**config.mk**
```make
export PLATFORM = sky130hd
export DESIGN_NAME = pipeline_stall_controller
export DESIGN_NICKNAME = d
export VERILOG_FILES = /design/src/rtl/pipeline_stall_controller_pkg.sv /design/src/rtl/pipeline_stall_controller_sat.sv /design/src/rtl/pipeline_stall_controller.sv
export SDC_FILE = /design/constraint.sdc
export NUM_CORES = 1
export LEC_CHECK = 0
export BUFFER_PORTS_ARGS = -buffer_cell sky130_fd_sc_hd__buf_4
export CAP_MARGIN = 30
export CORE_ASPECT_RATIO = 1.75
export CORE_MARGIN = 1
export CORE_UTILIZATION = 45
export DETAILED_ROUTE_END_ITERATION = 10
export HOLD_SLACK_MARGIN = 0.1
export PLACE_DENSITY = 0.73
export SETUP_SLACK_MARGIN = 0.15
export SYNTH_ARGS = -nofsm -noshare
export SYNTH_HDL_FRONTEND = slang
export SYNTH_HIERARCHICAL = 1
export SYNTH_SLANG_ARGS = --single-unit
```
**constraint.sdc**
```tcl
create_clock -name clk -period 4.95 [get_ports clk]
set_input_delay 0.99 -clock clk [delete_from_list [all_inputs] [get_ports clk]]
set_output_delay 0.99 -clock clk [all_outputs]
set_load 0.01 [all_outputs]
```
**src/rtl/pipeline_stall_controller_pkg.sv**
```systemverilog
// Shared types for the pipeline stall/flush controller.
// State encoding plus the control and counter-event bundles.
package pipeline_stall_controller_pkg;

    typedef enum logic {
        PscRun  = 1'b0,
        PscHalt = 1'b1
    } pscState_e;

    typedef struct packed {
        logic pcWrite;
        logic pcSrcSel;
        logic ifIdWrite;
        logic ifIdFlush;
        logic idExFlush;
        logic exMemFlush;
        logic pipeEn;
        logic halted;
    } stageCtrl_t;

    typedef struct packed {
        logic cycle;
        logic stall;
        logic flush;
        logic freeze;
    } cntEvent_t;

endpackage

```
**src/rtl/pipeline_stall_controller_sat.sv**
```systemverilog
// Saturating up-counter used for the performance counters.
// Holds at all-ones instead of wrapping.
module pipeline_stall_controller_sat #(
    parameter int W = 32
) (
    input  logic         clk,
    input  logic         rst,
    input  logic         inc,
    output logic [W-1:0] q
);

    localparam logic [W-1:0] One = W'(1);

    always_ff @(posedge clk or posedge rst) begin
        if (rst) begin
            q <= '0;
        end else if (inc && (q != '1)) begin
            q <= q + One;
        end
    end

endmodule

```
**src/rtl/pipeline_stall_controller.sv**
```systemverilog
// Turns stall, redirect, memory-wait and halt requests into
// per-stage write enables and flushes, with perf counters.
module pipeline_stall_controller
    import pipeline_stall_controller_pkg::*;
#(
    parameter int CNT_W = 32
) (
    input  logic             clk,
    input  logic             rst,
    input  logic             stall,
    input  logic             branch_taken,
    input  logic             mem_wait,
    input  logic             halt_req,
    output logic             pc_write,
    output logic             pc_src_sel,
    output logic             if_id_write,
    output logic             if_id_flush,
    output logic             id_ex_flush,
    output logic             ex_mem_flush,
    output logic             pipe_en,
    output logic             halted,
    output logic [CNT_W-1:0] cycle_cnt,
    output logic [CNT_W-1:0] stall_cnt,
    output logic [CNT_W-1:0] flush_cnt,
    output logic [CNT_W-1:0] freeze_cnt
);

    pscState_e  state;
    pscState_e  stateNext;
    logic       pendRedir;
    logic       pendNext;
    stageCtrl_t ctrl;
    cntEvent_t  ev;

    logic redir;
    logic isFreeze;
    logic isRedir;
    logic isStall;

    assign redir    = branch_taken | pendRedir;
    assign isFreeze = mem_wait;
    assign isRedir  = !mem_wait && redir;
    assign isStall  = !mem_wait && !redir && stall;

    always_ff @(posedge clk or posedge rst) begin
        if (rst) begin
            state     <= PscRun;
            pendRedir <= 1'b0;
        end else begin
            state     <= stateNext;
            pendRedir <= pendNext;
        end
    end

    // A branch seen during a freeze is remembered until the pipe moves.
    always_comb begin
        stateNext = state;
        pendNext  = pendRedir;
        if (state == PscRun) begin
            unique case (1'b1)
                isFreeze: begin
                    if (branch_taken) pendNext = 1'b1;
                end
                isRedir: pendNext = 1'b0;
                isStall: ;
                default: begin
                    if (halt_req) stateNext = PscHalt;
                end
            endcase
        end
    end

    always_comb begin
        ctrl = '0;
        ev   = '0;
        if (rst) begin
            ctrl.ifIdFlush  = 1'b1;
            ctrl.idExFlush  = 1'b1;
            ctrl.exMemFlush = 1'b1;
        end else if (state == PscHalt) begin
            ctrl.pipeEn    = 1'b1;
            ctrl.idExFlush = 1'b1;
            ctrl.halted    = 1'b1;
        end else begin
            ev.cycle = 1'b1;
            unique case (1'b1)
                isFreeze: ev.freeze = 1'b1;
                isRedir: begin
                    ctrl.pcWrite    = 1'b1;
                    ctrl.pcSrcSel   = 1'b1;
                    ctrl.ifIdWrite  = 1'b1;
                    ctrl.pipeEn     = 1'b1;
                    ctrl.ifIdFlush  = 1'b1;
                    ctrl.idExFlush  = 1'b1;
                    ctrl.exMemFlush = 1'b1;
                    ev.flush        = 1'b1;
                end
                isStall: begin
                    ctrl.pipeEn    = 1'b1;
                    ctrl.idExFlush = 1'b1;
                    ev.stall       = 1'b1;
                end
                default: begin
                    ctrl.pcWrite   = 1'b1;
                    ctrl.ifIdWrite = 1'b1;
                    ctrl.pipeEn    = 1'b1;
                end
            endcase
        end
    end

    assign pc_write     = ctrl.pcWrite;
    assign pc_src_sel   = ctrl.pcSrcSel;
    assign if_id_write  = ctrl.ifIdWrite;
    assign if_id_flush  = ctrl.ifIdFlush;
    assign id_ex_flush  = ctrl.idExFlush;
    assign ex_mem_flush = ctrl.exMemFlush;
    assign pipe_en      = ctrl.pipeEn;
    assign halted       = ctrl.halted;

    pipeline_stall_controller_sat #(.W(CNT_W)) uCycleCnt (
        .clk(clk), .rst(rst), .inc(ev.cycle), .q(cycle_cnt)
    );
    pipeline_stall_controller_sat #(.W(CNT_W)) uStallCnt (
        .clk(clk), .rst(rst), .inc(ev.stall), .q(stall_cnt)
    );
    pipeline_stall_controller_sat #(.W(CNT_W)) uFlushCnt (
        .clk(clk), .rst(rst), .inc(ev.flush), .q(flush_cnt)
    );
    pipeline_stall_controller_sat #(.W(CNT_W)) uFreezeCnt (
        .clk(clk), .rst(rst), .inc(ev.freeze), .q(freeze_cnt)
    );

endmodule
```
==> summary.txt, run 1 <==
Clocking
  • Later-pin clock latency in the skew report: 420 ps
  • Depth of the CTS H-tree: 4
  • Setup Fix Bufs, Post-CTS: 0
  • Reg clk slew, reported paths: 60 ps
  • Gates resized, CTS repair: 0
  • Sink Count: 130
  • Clock root buffer: clkbuf_16
  • Hold-fix buffers at CTS: 0
  • TritonCTS clock tree: built
  • CTS max path bufs: 2
  • Cts bufs inserted: 17

Timing
  • RSZ-0062 raised after global routing: false
  • Final Worst Setup Slack: 1804 ps
  • Final setup violation count: 0
  • Tmin final: 3146 ps
  • Setup TNS: 0 ps
  • Final period util: 0.6355
  • Final Hold Vio Count: 0
  • Fmax: 0.3179 GHz
  • Max_slew headroom: 0.4051
  • Actual slew at the worst max-slew pin: 885.7 ps
  • Max Slew Vio Count: 0
  • Final Skew: 12.83 ps

Worst setup path
  • Critical path endpoint category: flip-flop
  • Critical Path AT: 3440 ps
  • Worst EP required: 5240 ps
  • CP Max Fanout: 10
  • WS Path Type: primary input to flip-flop
  • Startpoint types: primary input

Floorplan
  • # rows: 57
  • Die area: 14760 µm²
  • Die H: 160.0 µm
  • # IOs: 142
  • Core area: 13910 µm²
  • Initial Util: 0.4615
  • Chip Width: 92.28 µm

GRT
  • Grt ovf: 0
  • Met1 usage: 0.2465
  • First-pass GRT wire length: 25810 µm
  • GRT Max-Usage Layer: met2
  • Initial antenna violation count: 0
  • Largest net degree at the start of global routing: 33
  • M2 GR Usage: 0.3908
  • Met3 GRT Util: 0.05667
  • All-Layer GR Usage: 0.2197
  • Vias in the first global route: 5289

Yosys
  • Count leader, synth: dfrtp_1
  • Post-synth top area share: 0.5068
  • Yosys cell types: 38
  • Post-synth EDFFs: 0
  • Avg Synthesized Cell Area: 11.10 µm²
  • Top FF cell, synth: dfrtp_1
  • Largest area contributor in the netlist: dfrtp_1
  • Cells after Synth: 578
  • Async SR Flop Fraction: 1.000
  • Synthesized flop and latch total: 130
  • Sequential-to-total area share from yosys stat: 0.5068
  • Number of synthesis warnings: 6
  • Most instantiated cells after synthesis: dfrtp_1, xnor2_1, nand3_1, and3_1, nand4_1
  • Post-synth design cell area: 6419 µm²
  • Syn Nets: 588
  • Ranking of synthesized cells by area: dfrtp_1, xnor2_1, nand3_1, and3_1, nand4_1

Cells and area
  • Nets: 739
  • Number of antenna diodes: 0
  • Layout area overhead: 28.91%
  • Share of cells above drive strength 1: 0.2857

Status
  • Status: finished clean

Placement
  • Final Wtd Congestion: 0.8052
  • Post-Place Worst Slack: 1401 ps
  • Post-DP HPWL: 11030 µm
  • Port Buffers: 141

Power
  • Lkg Pwr: 3.823 nW
  • Max rail drop VDD: 0.2475 mV
  • Pwr/cell area: 347.1 nW/µm²

Drt
  • Avg WL per Cell: 16.73 µm
  • Via count: 5188
  • Final Routed Wirelength: 15370 µm
  • DRC: 0
  • DR pass1 iterations: 4
  • Vias/cell: 5.645
  • Routed Antenna Nets: 0
  • Drt initial violations: 181

Min path
  • Worst Hold Class: primary input to asynchronous set/reset pin

Job
  • Max_cap viols: 0
[sequential cells by signal, indices dropped and copies added, names as in the netlist]
register and count:
state 1, uStallCnt/q 32, uFreezeCnt/q 32, uFlushCnt/q 32, pendRedir 1, uCycleCnt/q 32
[logic make-up after synthesis]
group | synth area share
xor+xnor | 0.1528
fa+ha+maj | 0.007798
buf+inv | 0.01832
compound gates | 0.06530
simple gates | 0.2357
mux | 0.01326
flops | 0.5068
[stage by stage]
step | hold WS (ps) | power, mW | cells | utilization | instance area (µm²)
floorplan | 488.5 | 1.425 | 578 | - | 6419
global placement | 479.1 | 1.592 | 887 | 0.5516 | 7671
detailed placement | 489.6 | 1.606 | 887 | 0.5516 | 7671
CTS | 478.7 | 2.901 | 919 | 0.5950 | 8274
global route | 487.9 | 3.000 | 919 | 0.5950 | 8274
finish | 495.7 | 2.872 | 919 | 0.5950 | 8274
[area by class of cell]
type,instances,area [µm²]
Timing Repair Buffer,146,1096
Clock inverter,12,156.4
Sequential cell,130,3253
Inverter,14,52.55
Clock buffer,20,446.7
Fill cell,1165,5633
Multi-Input combinational cell,420,3048
Tap cell,177,221.5
[critical path, stage by stage]
cell and delay, ps:
buf_4 150, nor3_2 220, nor2b_1 510, nand3_1 170
or4_4 450, a311oi_4 560, nand4_1 200, xnor2_1 190
[power breakdown]
group          internal [mW]  switching (mW)
registers               1.13           0.111
logic                  0.174           0.169
clock network          0.807           0.477
[final timing paths]
kind / from / to / slack [ps] / cells past startpoint
min in group clk: uCycleCnt/q[31] / uCycleCnt/q[31] / 500 / 1
worst max register to register: state / uFlushCnt/q[31] / 2120 / 7
worst max-delay path: rst / uFlushCnt/q[31] / 1800 / 8
max in group asynchronous: rst / uFreezeCnt/q[12] / 3900 / 3
worst min register to register: uCycleCnt/q[31] / uCycleCnt/q[31] / 500 / 1
worst min-delay path: rst / state / 500 / 2
[cell usage in the layout (no fill, tap or decap), drive strengths merged, types with 8 or more instances in the layout]
| cell | count |
|---|---|
| a21oi | 9 |
| nor4 | 8 |
| buf | 146 |
| a41oi | 8 |
| nand3 | 88 |
| dfrtp | 130 |
| a31oi | 8 |
| and3 | 41 |
| xnor2 | 104 |
| xor2 | 8 |
| nand2 | 32 |
| clkbuf | 20 |
| nor2 | 20 |
| and4 | 8 |
| inv | 16 |
| nand4 | 44 |
[metal layers]
metal / part of all wire / up-vias / wire length (µm)
met1: 0.39 / 2588 / 6009
met3: 0.051 / 32 / 789
met4: 0.024 / 0 / 371
li1: - / 2405 / -
met5: 0 / - / 0
met2: 0.53 / 163 / 8203
No activity file was read; power rests on OpenSTA's default activity.
==> inputs of run 2 (changes only) <==
- PLACE_DENSITY: 0.73 -> 0.76
- clock period: 4.95 -> 2.7 ns (I/O delays scaled with it)
==> run 2 against run 1 <==
Compared with the run above:
- routed wire length rose by 2.8%
- critical path depth did not move
- first-iteration DRC count rose by 15%
- non-clock buffer count rose by 15
- utilization rose by 0.69 points
- power rose by 81%
- global-route usage rose by 0.39 points
- critical path type is now flip-flop to flip-flop
- largest cell class unchanged
==> summary.txt, run 2 (same netlist as run 1, synthesis figures left out) <==
Worst setup path
  • Critical path endpoint category: flip-flop
  • WS Path Type: flip-flop to flip-flop
  • Critical Path AT: 2740 ps (-700 ps)
  • Worst EP required: 3000 ps (-2240 ps)
  • CP Max Fanout: 10 (unchanged)
  • Startpoint types: flip-flop

Timing
  • Max_slew headroom: 0.5691 (+0.1640)
  • Final setup violation count: 0 (unchanged)
  • Final period util: 0.9036
  • Final Skew: 12.31 ps (-0.5219 ps)
  • Max Slew Vio Count: 0 (unchanged)
  • Actual slew at the worst max-slew pin: 644.0 ps (-241.7 ps)
  • RSZ-0062 raised after global routing: true
  • Final Hold Vio Count: 0 (unchanged)
  • Final Worst Setup Slack: 260.3 ps (-1544 ps)
  • Tmin final: 2440 ps
  • Worst hold slack: 261.2 ps (-234.5 ps)
  • Setup TNS: 0 ps (unchanged)
  • Fmax: 0.4099 GHz

GRT
  • First-pass GRT wire length: 26160 µm (+1.4%)
  • Largest net degree at the start of global routing: 33 (unchanged)
  • M2 GR Usage: 0.4118 (+0.02103)
  • GRT Max-Usage Layer: met2
  • Grt ovf: 0 (unchanged)
  • Met1 usage: 0.2423 (-0.004232)
  • Vias in the first global route: 5312 (+0.43%)
  • Initial antenna violation count: 0 (unchanged)
  • Met3 GRT Util: 0.05048 (-0.006190)
  • All-Layer GR Usage: 0.2236 (+0.003855)

Placement
  • Post-DP HPWL: 11470 µm (+3.9%)
  • Post-Place Worst Slack: -55.53 ps (-1457 ps)
  • Final Wtd Congestion: 0.8115 (+0.78%)
  • DP Cell Count: 899 (+1.4%)
  • Post-DP Area: 7761 µm² (+1.2%)
  • Port Buffers: 141 (unchanged)

Drt
  • DR pass1 iterations: 4 (unchanged)
  • DRC: 0 (unchanged)
  • Final Routed Wirelength: 15800 µm (+2.8%)
  • Routed Antenna Nets: 0 (unchanged)
  • Drt initial violations: 209 (+15%)
  • Via count: 5218 (+0.58%)
  • Avg WL per Cell: 16.92 µm (+1.1%)
  • Vias/cell: 5.587 (-1.0%)

Floorplan
  • Chip Width: 92.28 µm (unchanged)
  • Die area: 14760 µm² (unchanged)
  • Core area: 13910 µm² (unchanged)
  • # rows: 57 (unchanged)
  • Die H: 160.0 µm (unchanged)
  • Initial Util: 0.4615 (unchanged)
  • # IOs: 142 (unchanged)

Clocking
  • Reg clk slew, reported paths: 60 ps (about the same)
  • Later-pin clock latency in the skew report: 420 ps (about the same)
  • Cts bufs inserted: 17 (unchanged)
  • Gates resized, CTS repair: 0 (unchanged)
  • Sink Count: 130 (unchanged)
  • Clock root buffer: clkbuf_16
  • Depth of the CTS H-tree: 4 (unchanged)
  • TritonCTS clock tree: built
  • CTS max path bufs: 2 (unchanged)

Cells and area
  • Nets: 754 (+2.0%)
  • Commonest cells after routing, fill and taps aside: buf_4, dfrtp_1, xnor2_1, nand3_1
  • Final instance area: 8371 µm² (+1.2%)
  • Commonest non-fill, non-tap cell in the layout: buf_4
  • Share of cells above drive strength 1: 0.2999 (+0.01415)
  • Multi-input gate area in the final layout: 3048 µm² (unchanged)
  • Number of antenna diodes: 0 (unchanged)
  • Reg area: 3253 µm² (unchanged)
  • Final Util: 0.6019 (+0.006927)
  • Filler Cell Count: 1125 (-3.4%)
  • Layout area overhead: 30.41%
  • Non-Filler Instances: 934 (+1.6%)

Power
  • Lkg Pwr: 3.887 nW (+1.7%)
  • Max rail drop VDD: 0.4756 mV (+92%)
  • Pwr/cell area: 621.3 nW/µm² (+79%)
  • Pwr Total: 5.201 mW (+81%)

Status
  • Status: finished clean

Min path
  • Worst Hold Class: primary input to asynchronous set/reset pin

Job
  • Max_cap viols: 0 (unchanged)
[run 2: final timing paths]
check	from	to	slack [ps]	cells past startpoint
max in group asynchronous	rst	state	1980	3
min	rst	uFlushCnt/q[1]	260	3
max	pendRedir	uStallCnt/q[23]	260	8
max reg2reg	pendRedir	uStallCnt/q[23]	260	8
min reg2reg	uCycleCnt/q[10]	uCycleCnt/q[10]	500	1
min in group clk	halt_req	state	370	2
[run 2: cell type report]
cell class / instances / share of cell area
flip-flops and latches: 130 / 0.3886
multi-input cells: 420 / 0.3641
repair buffers: 161 / 0.1447
clock buffers: 18 / 0.05127
well taps: 177 / 0.02646
clock inverters: 14 / 0.01854
inverters: 14 / 0.006278
[run 2: worst max-delay path, stage by stage, from the launching register on]
cell and delay (ps):
dfrtp_1 390, nor2_1 280, and3_2 310, nand3_1 120, or4_4 440, a311oi_4 270, buf_4 220, nand4_1 130
xnor2_1 160
[run 2: report_power, final]
group	switching, mW	total [mW]	internal, mW
Sequential	0.195	2.27	2.08
Clock	0.914	2.28	1.37
Combinational	0.319	0.644	0.326
Total	1.43	5.20	3.77
[run 2: layer usage]
| layer | vias to the layer above | part of all wire | routed length (µm) |
|---|---|---|---|
| met5 | - | 0 | 0 |
| met4 | 0 | 0.020 | 311 |
| met3 | 25 | 0.043 | 685 |
| met2 | 155 | 0.56 | 8838 |
| met1 | 2603 | 0.38 | 5966 |
| li1 | 2435 | - | - |
[run 2: repair_timing]
item,CTS,global route
buffers inserted,0,2
endpoints found under the hold margin,2,0
hold buffers,1,0
setup endpoints to repair,0,11
==> inputs of run 3 (changes only) <==
- CORE_UTILIZATION: 45 -> 40
- PLACE_DENSITY: 0.76 -> 0.69
==> run 3 against run 2 <==
Compared with the run above:
- routed wire length up 0.10%
- flip-flop and latch count unchanged
- final area increased by 0.43%
- via count is 0.82% lower
- power increased by 1.9%
- cell count up 0.86%
- worst setup slack improved by 110 ps
- die area grew 12%
- critical path type unchanged
- clock power increased by 4%
- non-clock buffer count did not move
- largest cell class unchanged
- maximum frequency grew 4.9%
- the run now ends with design-rule violations left
==> summary.txt, run 3 (same netlist as run 1, synthesis figures left out) <==
Worst setup path
  • CP Max Fanout: 10 (unchanged)
  • Critical path endpoint category: flip-flop
  • Startpoint types: flip-flop
  • WS Path Type: flip-flop to flip-flop
  • R2r startpoint: state
  • FF-to-FF End: uStallCnt/q[21]
  • Critical Path AT: 2640 ps (-100 ps)
  • Worst R2R Path Depth: 8 (unchanged)
  • Internal reg-to-reg setup slack: 370 ps (+110 ps)
  • Worst EP required: 3010 ps (about the same)

Drt
  • Via count: 5175 (-0.82%)
  • Vias/cell: 5.494 (-1.7%)
  • Final Routed Wirelength: 15820 µm (+0.10%)
  • Drt initial violations: 195 (-6.7%)
  • Routed Antenna Nets: 0 (unchanged)
  • Avg WL per Cell: 16.79 µm (-0.75%)
  • DR pass1 iterations: 7 (+3)
  • DRC: 20 (+20)

Status
  • Failing checks: design-rule violations
  • Status: complete, but fails checks

Floorplan
  • Initial Util: 0.4130 (-0.04849)
  • # rows: 60 (+5.3%)
  • Die H: 169.6 µm (+6.0%)
  • Die area: 16580 µm² (+12%)
  • Core area: 15540 µm² (+12%)
  • Chip Width: 97.76 µm (+5.9%)
  • # IOs: 142 (unchanged)

Cells and area
  • Number of antenna diodes: 0 (unchanged)
  • Layout area overhead: 30.97%
  • Commonest cells after routing, fill and taps aside: buf_4, dfrtp_1, xnor2_1, nand3_1
  • Nets: 754 (unchanged)
  • Commonest non-fill, non-tap cell in the layout: buf_4
  • Filler Cell Count: 1377 (+22%)
  • Final instance area: 8407 µm² (+0.43%)
  • Share of cells above drive strength 1: 0.3003 (+0.0003967)

GRT
  • All-Layer GR Usage: 0.1997 (-0.02383)
  • Initial antenna violation count: 0 (unchanged)
  • Largest net degree at the start of global routing: 33 (unchanged)
  • First-pass GRT wire length: 26770 µm (+2.4%)
  • Grt ovf: 0 (unchanged)
  • Vias in the first global route: 5470 (+3.0%)

Clocking
  • TritonCTS clock tree: built
  • Setup Fix Bufs, Post-CTS: 0 (unchanged)
  • Cts bufs inserted: 17 (unchanged)
  • Later-pin clock latency in the skew report: 410 ps (about the same)
  • Sink Count: 130 (unchanged)
  • Reg clk slew, reported paths: 60 ps (about the same)
  • Clock root buffer: clkbuf_16
  • Depth of the CTS H-tree: 4 (unchanged)
  • CTS max path bufs: 2 (unchanged)

Placement
  • Port Buffers: 141 (unchanged)
  • Final Wtd Congestion: 0.7904 (-2.6%)
  • Post-DP Area: 7787 µm² (+0.34%)
  • Post-DP HPWL: 11610 µm (+1.2%)

Timing
  • Fmax: 0.4299 GHz (+4.9%)
  • Setup TNS: 0 ps (unchanged)
  • Final setup violation count: 0 (unchanged)
  • RSZ-0062 raised after global routing: false
  • Tmin final: 2326 ps (-113.4 ps)
  • Final Hold Vio Count: 0 (unchanged)
  • Max_slew headroom: 0.5595 (-0.009570)
  • Final Skew: 10.69 ps (-1.624 ps)
  • Actual slew at the worst max-slew pin: 658.3 ps (+14.30 ps)
  • Final period util: 0.8616 (-0.04200)
  • Max Slew Vio Count: 0 (unchanged)

Power
  • Reg power frac: 0.430 (-0.007)
  • Switching fraction of total power: 0.2621 (-0.01233)
  • Clock power frac: 0.449 (+0.010)
  • Pwr/cell area: 630.1 nW/µm² (+1.4%)
  • Max rail drop VDD: 0.3797 mV (-20%)
  • Combinational group share of total power: 0.121 (-0.003)
  • Lkg Pwr: 3.905 nW (+0.46%)
  • NetSw: 1.388 mW (-2.7%)
  • Int Pwr: 3.909 mW (+3.6%)

Min path
  • Worst Hold Class: primary input to asynchronous set/reset pin

Job
  • Max_cap viols: 0 (unchanged)
[run 3: how the worst max path moves through the flow]
| stage | from | endpoint | slack, ps | cells after the start |
|---|---|---|---|---|
| 5_1_grt | state | uFlushCnt/q[23] | 160 | 8 |
| 2_1_floorplan | rst | uFlushCnt/q[31] | 170 | 8 |
| 3_3_place_gp | rst | uFlushCnt/q[23] | 130 | 9 |
| 6_report | state | uStallCnt/q[21] | 370 | 8 |
| 3_5_place_dp | rst | uStallCnt/q[21] | 20 | 9 |
| 4_1_cts | state | uStallCnt/q[21] | 330 | 8 |
[run 3: worst max-delay path, cell delays in order, from the launching register on]
cell      delay, ps
dfrtp_1         450
nor3_2          160
and3_2          250
nand3_1         100
or4_4           440
a311oi_4        260
buf_4           220
nand4_1         140
xnor2_1         210
[run 3: final cells by class]
type | instances | area (µm²) | share of cell area
Sequential cell | 130 | 3253 | 0.3870
Multi-Input combinational cell | 420 | 3048 | 0.3626
Timing Repair Buffer | 161 | 1211 | 0.1441
Clock buffer | 19 | 452.9 | 0.05388
Tap cell | 186 | 232.7 | 0.02768
Clock inverter | 12 | 156.4 | 0.01860
Inverter | 14 | 52.55 | 0.006251
[run 3: power groups by stage]
stage	combinational [mW]	clock [mW]	sequential (mW)
final	0.642	2.38	2.28
after global routing	0.709	2.51	2.31
after CTS	0.653	2.43	2.28
after detailed placement	0.650	0	2.31
after global placement	0.632	0	2.30
after floorplan	0.294	0	2.32
[run 3: through the flow]
step	std cells	hold WS [ps]	setup WS, ps	power, mW	utilization
after floorplan	578	289.4	166.3	2.612	-
after global placement	910	453.0	130.9	2.931	0.5011
after detailed placement	910	468.9	17.56	2.959	0.5011
after CTS	942	275.5	330.8	5.359	0.5410
after global routing	942	303.3	165.0	5.522	0.5410
final	942	277.1	373.7	5.297	0.5410
[run 3: layer usage]
metal / up-vias / global-route usage / share of wire
li1: 2434 / - / -
met1: 2597 / 0.2237 / 0.39
met2: 134 / 0.3768 / 0.55
met3: 10 / 0.03666 / 0.044
met4: 0 / 0.06588 / 0.0097
met5: - / 0 / 0
[run 3: what timing repair did]
| action | CTS | global route |
|---|---|---|
| hold endpoints to repair | 2 | 0 |
| gates resized for setup | 0 | 0 |
| hold buffers | 1 | 0 |
